`src/rtl/skinny_sca_pkg.sv`:
```
// Shared definitions for the masked SKINNY S-box front end: state encoding,
// share/randomness widths and the field layout of the entropy word.
package skinny_sca_pkg;

  typedef enum logic [1:0] {
    ST_IDLE = 2'd0,
    ST_WAIT = 2'd1,
    ST_DONE = 2'd2
  } state_e;

  localparam int unsigned SHARE_W  = 8;
  localparam int unsigned RND_W    = 16;
  localparam int unsigned MASK_LSB = 0;
  localparam int unsigned R_LSB    = 8;
  localparam int unsigned IN_RND_W = SHARE_W + RND_W;

endpackage

```
`src/rtl/skinny_sbox8_share_driver.sv`:
```
// Two-share front end for a non-pipelined masked SKINNY-8 S-box: splits the
// request byte into Boolean shares, holds them for the core latency, unmasks the result.
module skinny_sbox8_share_driver
  import skinny_sca_pkg::*;
#(
  parameter int unsigned LATENCY = 12,
  parameter int unsigned CNT_W   = 8
) (
  input  logic                clk,
  input  logic                rst,
  input  logic [SHARE_W-1:0]  in_data,
  input  logic [IN_RND_W-1:0] in_rnd,
  input  logic                in_valid,
  output logic                in_ready,
  output logic [SHARE_W-1:0]  sb_in_0,
  output logic [SHARE_W-1:0]  sb_in_1,
  output logic [RND_W-1:0]    sb_r,
  input  logic [SHARE_W-1:0]  sb_out_0,
  input  logic [SHARE_W-1:0]  sb_out_1,
  output logic [SHARE_W-1:0]  out_data,
  output logic                out_valid,
  input  logic                out_ready,
  output logic                busy
);

  state_e             state_q, state_d;
  logic [CNT_W-1:0]   cnt_q, cnt_d;
  logic [SHARE_W-1:0] sb0_q, sb0_d;
  logic [SHARE_W-1:0] sb1_q, sb1_d;
  logic [RND_W-1:0]   sbr_q, sbr_d;
  logic [SHARE_W-1:0] dout_q, dout_d;
  logic               in_ready_q, out_valid_q, busy_q;

  // Next-state logic; the plaintext byte only ever reaches a register XOR-masked.
  always_comb begin
    state_d = state_q;
    cnt_d   = cnt_q;
    sb0_d   = sb0_q;
    sb1_d   = sb1_q;
    sbr_d   = sbr_q;
    dout_d  = dout_q;
    unique case (state_q)
      ST_IDLE: begin
        if (in_valid) begin
          sb0_d   = in_data ^ in_rnd[MASK_LSB +: SHARE_W];
          sb1_d   = in_rnd[MASK_LSB +: SHARE_W];
          sbr_d   = in_rnd[R_LSB +: RND_W];
          cnt_d   = CNT_W'(LATENCY - 1);
          state_d = ST_WAIT;
        end
      end
      ST_WAIT: begin
        if (cnt_q == '0) begin
          dout_d  = sb_out_0 ^ sb_out_1;
          state_d = ST_DONE;
        end else begin
          cnt_d = cnt_q - CNT_W'(1);
        end
      end
      ST_DONE: begin
        if (out_ready) state_d = ST_IDLE;
      end
      default: state_d = ST_IDLE;
    endcase
  end

  // Handshake flags are registered copies of the next-state decode.
  always_ff @(posedge clk or posedge rst) begin
    if (rst) begin
      state_q     <= ST_IDLE;
      cnt_q       <= '0;
      sb0_q       <= '0;
      sb1_q       <= '0;
      sbr_q       <= '0;
      dout_q      <= '0;
      in_ready_q  <= 1'b1;
      out_valid_q <= 1'b0;
      busy_q      <= 1'b0;
    end else begin
      state_q     <= state_d;
      cnt_q       <= cnt_d;
      sb0_q       <= sb0_d;
      sb1_q       <= sb1_d;
      sbr_q       <= sbr_d;
      dout_q      <= dout_d;
      in_ready_q  <= (state_d == ST_IDLE);
      out_valid_q <= (state_d == ST_DONE);
      busy_q      <= (state_d != ST_IDLE);
    end
  end

  assign in_ready  = in_ready_q;
  assign out_valid = out_valid_q;
  assign busy      = busy_q;
  assign sb_in_0   = sb0_q;
  assign sb_in_1   = sb1_q;
  assign sb_r      = sbr_q;
  assign out_data  = dout_q;

endmodule

```
`config.mk`:
```
export PLATFORM = sky130hd
export DESIGN_NAME = skinny_sbox8_share_driver
export DESIGN_NICKNAME = d
export VERILOG_FILES = /design/src/rtl/skinny_sca_pkg.sv /design/src/rtl/skinny_sbox8_share_driver.sv
export SDC_FILE = /design/constraint.sdc
export NUM_CORES = 1
export LEC_CHECK = 0
export CORE_MARGIN = 8
export CORE_UTILIZATION = 46
export DETAILED_ROUTE_END_ITERATION = 6
export GPL_ROUTABILITY_DRIVEN = 0
export GPL_TIMING_DRIVEN = 0
export PLACE_DENSITY = 0.9
export SKIP_CTS_REPAIR_TIMING = 1
export SLEW_MARGIN = 10
export SYNTH_ARGS = -nofsm -noshare
export SYNTH_HDL_FRONTEND = slang
export SYNTH_SLANG_ARGS = --single-unit
```
`constraint.sdc`:
```
create_clock -name clk -period 4.7 [get_ports clk]
set_input_delay 0.94 -clock clk [delete_from_list [all_inputs] [get_ports clk]]
set_output_delay 0.94 -clock clk [all_outputs]
set_load 0.01 [all_outputs]
```
==> reports/qor.yml <==
drt:
  route.detailed.drc: 0
  wl_um: 5310
  wl_per_cell_um: 15.2
  initialDrtViolationCount: 66
  vias: 1714
  vias_per_cell: 4.90
  met2_length_um: 2510
  ant_nets: 0
  wl_met1_um: 2230
  dr_wl_met3_um: 503
  highest-signal-layer: "met4"
  drt_first_pass_iters: 4
timing:
  setup_viol: 0
  rsz0062_at_grt: "false"
  clock_skew_ns: 0.0105
  max_freq_ghz: 0.385
  setup_slack_ns: 2.10
  worst_pin_slew_ns: 0.492
  slew_headroom: 0.672
  hold_slack_ns: 0.510
  min_period_over_period: 0.553
  min_period_ns: 2.60
  slew_viol_final: 0
  fin_setup_tns_ns: 0
  hold_violations: 0
synth:
  yosysUniqueCellTypes: 36
  synth_fp_nets: 233
  synth_area_um2: 2250
  synthCells: 180
  synth.largest_area_cell: "dfrtp_1"
  syn_area_per_cell_um2: 12.5
  ys.flop_type: "dfrtp_1"
  yosysMostFrequentCell: "dfrtp_1"
  synth_warnings: 0
  ys_seq_area_frac: 0.589
  synth_top_area_share: 0.577
  synth-seq-cells: 53
  async_reset_ff_frac: 1.00
  synth_edf_count: 0
  synthTopCellsByArea: "dfrtp_1, mux2_2, xnor2_1, a21oi_1, nor2_1"
  synthTopCellsByCount: "dfrtp_1, mux2_2, nor2_1, a21oi_1, xnor2_1"
worst_setup_path:
  critPathRequiredTime_ns: 4.87
  startpoint_type: "input port"
  worstPathArrival_ns: 2.77
  worstSetupPathType: "in -> reg"
  crit_fanout: 10
  critPathCaptureType: "flop"
power:
  pwr-share-seq: 0.413
  p_sw_frac: 0.319
  comb_power_share: 0.460
  internal_power_uw: 1290
  totalPowerFinal_uw: 1900
  power_density_nw_per_um2: 562
  peakVddDrop_mv: 0.323
  p_leak_uw: 0.00138
  switching_power_uw: 606
  power_frac_clock: 0.127
die:
  ios: 95
  num_rows: 25
  coreArea_um2: 4720
  dieHeight_um: 86.0
  die_area_um2: 7400
  start_util: 0.477
  fp.dieW_um: 86.0
placement:
  numPortBuffers: 94
  dp_slack_ns: 1.75
  placed_area_um2: 3300
  dp_hpwl_um: 4250
finish:
  drive_above_1_share: 0.163
  synthToLayoutAreaGrowth_pct: 50.0
  nNetsFinal: 335
  insertedDiodeCount: 0
  fin_area_um2: 3380
global_route:
  grt_pass1_vias: 1801
  grt_pass1_wl_um: 8670
  track_usage: 0.145
  grt.overflow.total: 0
  grt_max_degree: 35
  antenna_found_initial: 0
clocking:
  htreeDepth: 2
  cts_tree: "yes"
  cts_max_path_buffers: 2
  path_clk_slew_ns: 0.09
  cts_buffers: 5
  insertion_delay_ns: 0.30
  cts-root-buf: "clkbuf_8"
  cts.sinks: 53
run:
  maxCapViolCount: 0
hold_path:
  hp-class: "reg -> reg"
status:
  status: "finished, final reports clean"
[kinds of logic (layout without fill, tap and decap cells)]
| family | after synthesis | in the layout | synth area share |
|---|---|---|---|
| AO/OA/AOI/OAI | 27 | 27 | 0.0705 |
| adder cells (fa/ha/maj) | 1 | 1 | 0.00555 |
| buffers and inverters | 10 | 113 | 0.0194 |
| multiplexers | 27 | 27 | 0.135 |
| flip-flops | 53 | 53 | 0.589 |
| XOR/XNOR | 16 | 16 | 0.0622 |
| AND/OR/NAND/NOR | 46 | 46 | 0.118 |
[stage by stage]
step,instances,util
final,350,0.716
after global routing,350,0.716
after CTS,350,0.716
after detailed placement,342,0.699
after global placement,341,0.694
after floorplan,180,-
[cell usage in the layout, fill, tap and decap left out, types with 2 or more instances in the layout]
master,n
o311ai_0,2
nand2_1,6
clkbuf_1,3
inv_1,3
nor3_4,2
clkinv_2,2
mux2_2,24
and2_1,3
nor2_1,19
o21bai_1,2
buf_2,2
nor2b_1,2
clkdlybuf4s50_1,94
clkbuf_8,5
xnor2_1,16
or4_1,2
nand2b_1,2
o21ai_0,3
dfrtp_1,52
mux2i_1,2
a21oi_1,17
[flip-flops by register name, indices dropped and copies added (netlist names)]
name,flops
busy,1
cnt_q,8
in_ready,1
out_data,8
out_valid,1
sb_in_0,8
sb_in_1,8
sb_r,16
state_q,2
[metal layers]
metal / track usage / up-vias
li1: - / 822
met1: 0.176 / 805
met2: 0.236 / 77
met3: 0.0554 / 10
met4: 0.0334 / 0
met5: 0 / -
[path summary, 6_finish.rpt]
path,from,depth (start not counted),slack [ns],endpoint
max,in_valid,6,2.10,sb_in_0[3]$_DFFE_PP0P_
min,sb_in_1[2]$_DFFE_PP0P_,1,0.51,sb_in_1[2]$_DFFE_PP0P_
max reg2reg,state_q[0]$_DFF_PP0_,6,2.60,sb_in_0[3]$_DFFE_PP0P_
min reg2reg,sb_in_1[2]$_DFFE_PP0P_,1,0.51,sb_in_1[2]$_DFFE_PP0P_
max in group asynchronous,rst,3,3.16,in_ready$_DFF_PP1_
min in group asynchronous,rst,2,0.96,sb_r[0]$_DFFE_PP0P_
[final cells by class]
type	count	area, µm²
well taps	67	83.8
multi-input cells	117	883
flip-flops and latches	53	1330
plain buffers	6	28.8
clock inverters	2	10.0
inverters	4	15.0
fillers	353	1340
repair buffers	95	961
clock buffers	6	72.6
[power groups by stage]
| stage | clock (µW) | sequential (µW) | combinational (µW) |
|---|---|---|---|
| CTS | 248 | 787 | 890 |
| detailed placement | 0 | 796 | 886 |
| finish | 241 | 785 | 874 |
| global placement | 0 | 782 | 860 |
| floorplan | 0 | 866 | 325 |
| global route | 269 | 810 | 944 |
[worst max-delay path, stage by stage]
cell	delay, ns
clkdlybuf4s50_1	0.50
and2_1	0.13
clkbuf_1	0.33
clkbuf_1	0.44
buf_2	0.32
a21oi_1	0.10
Power figures use the tool's default switching activity.
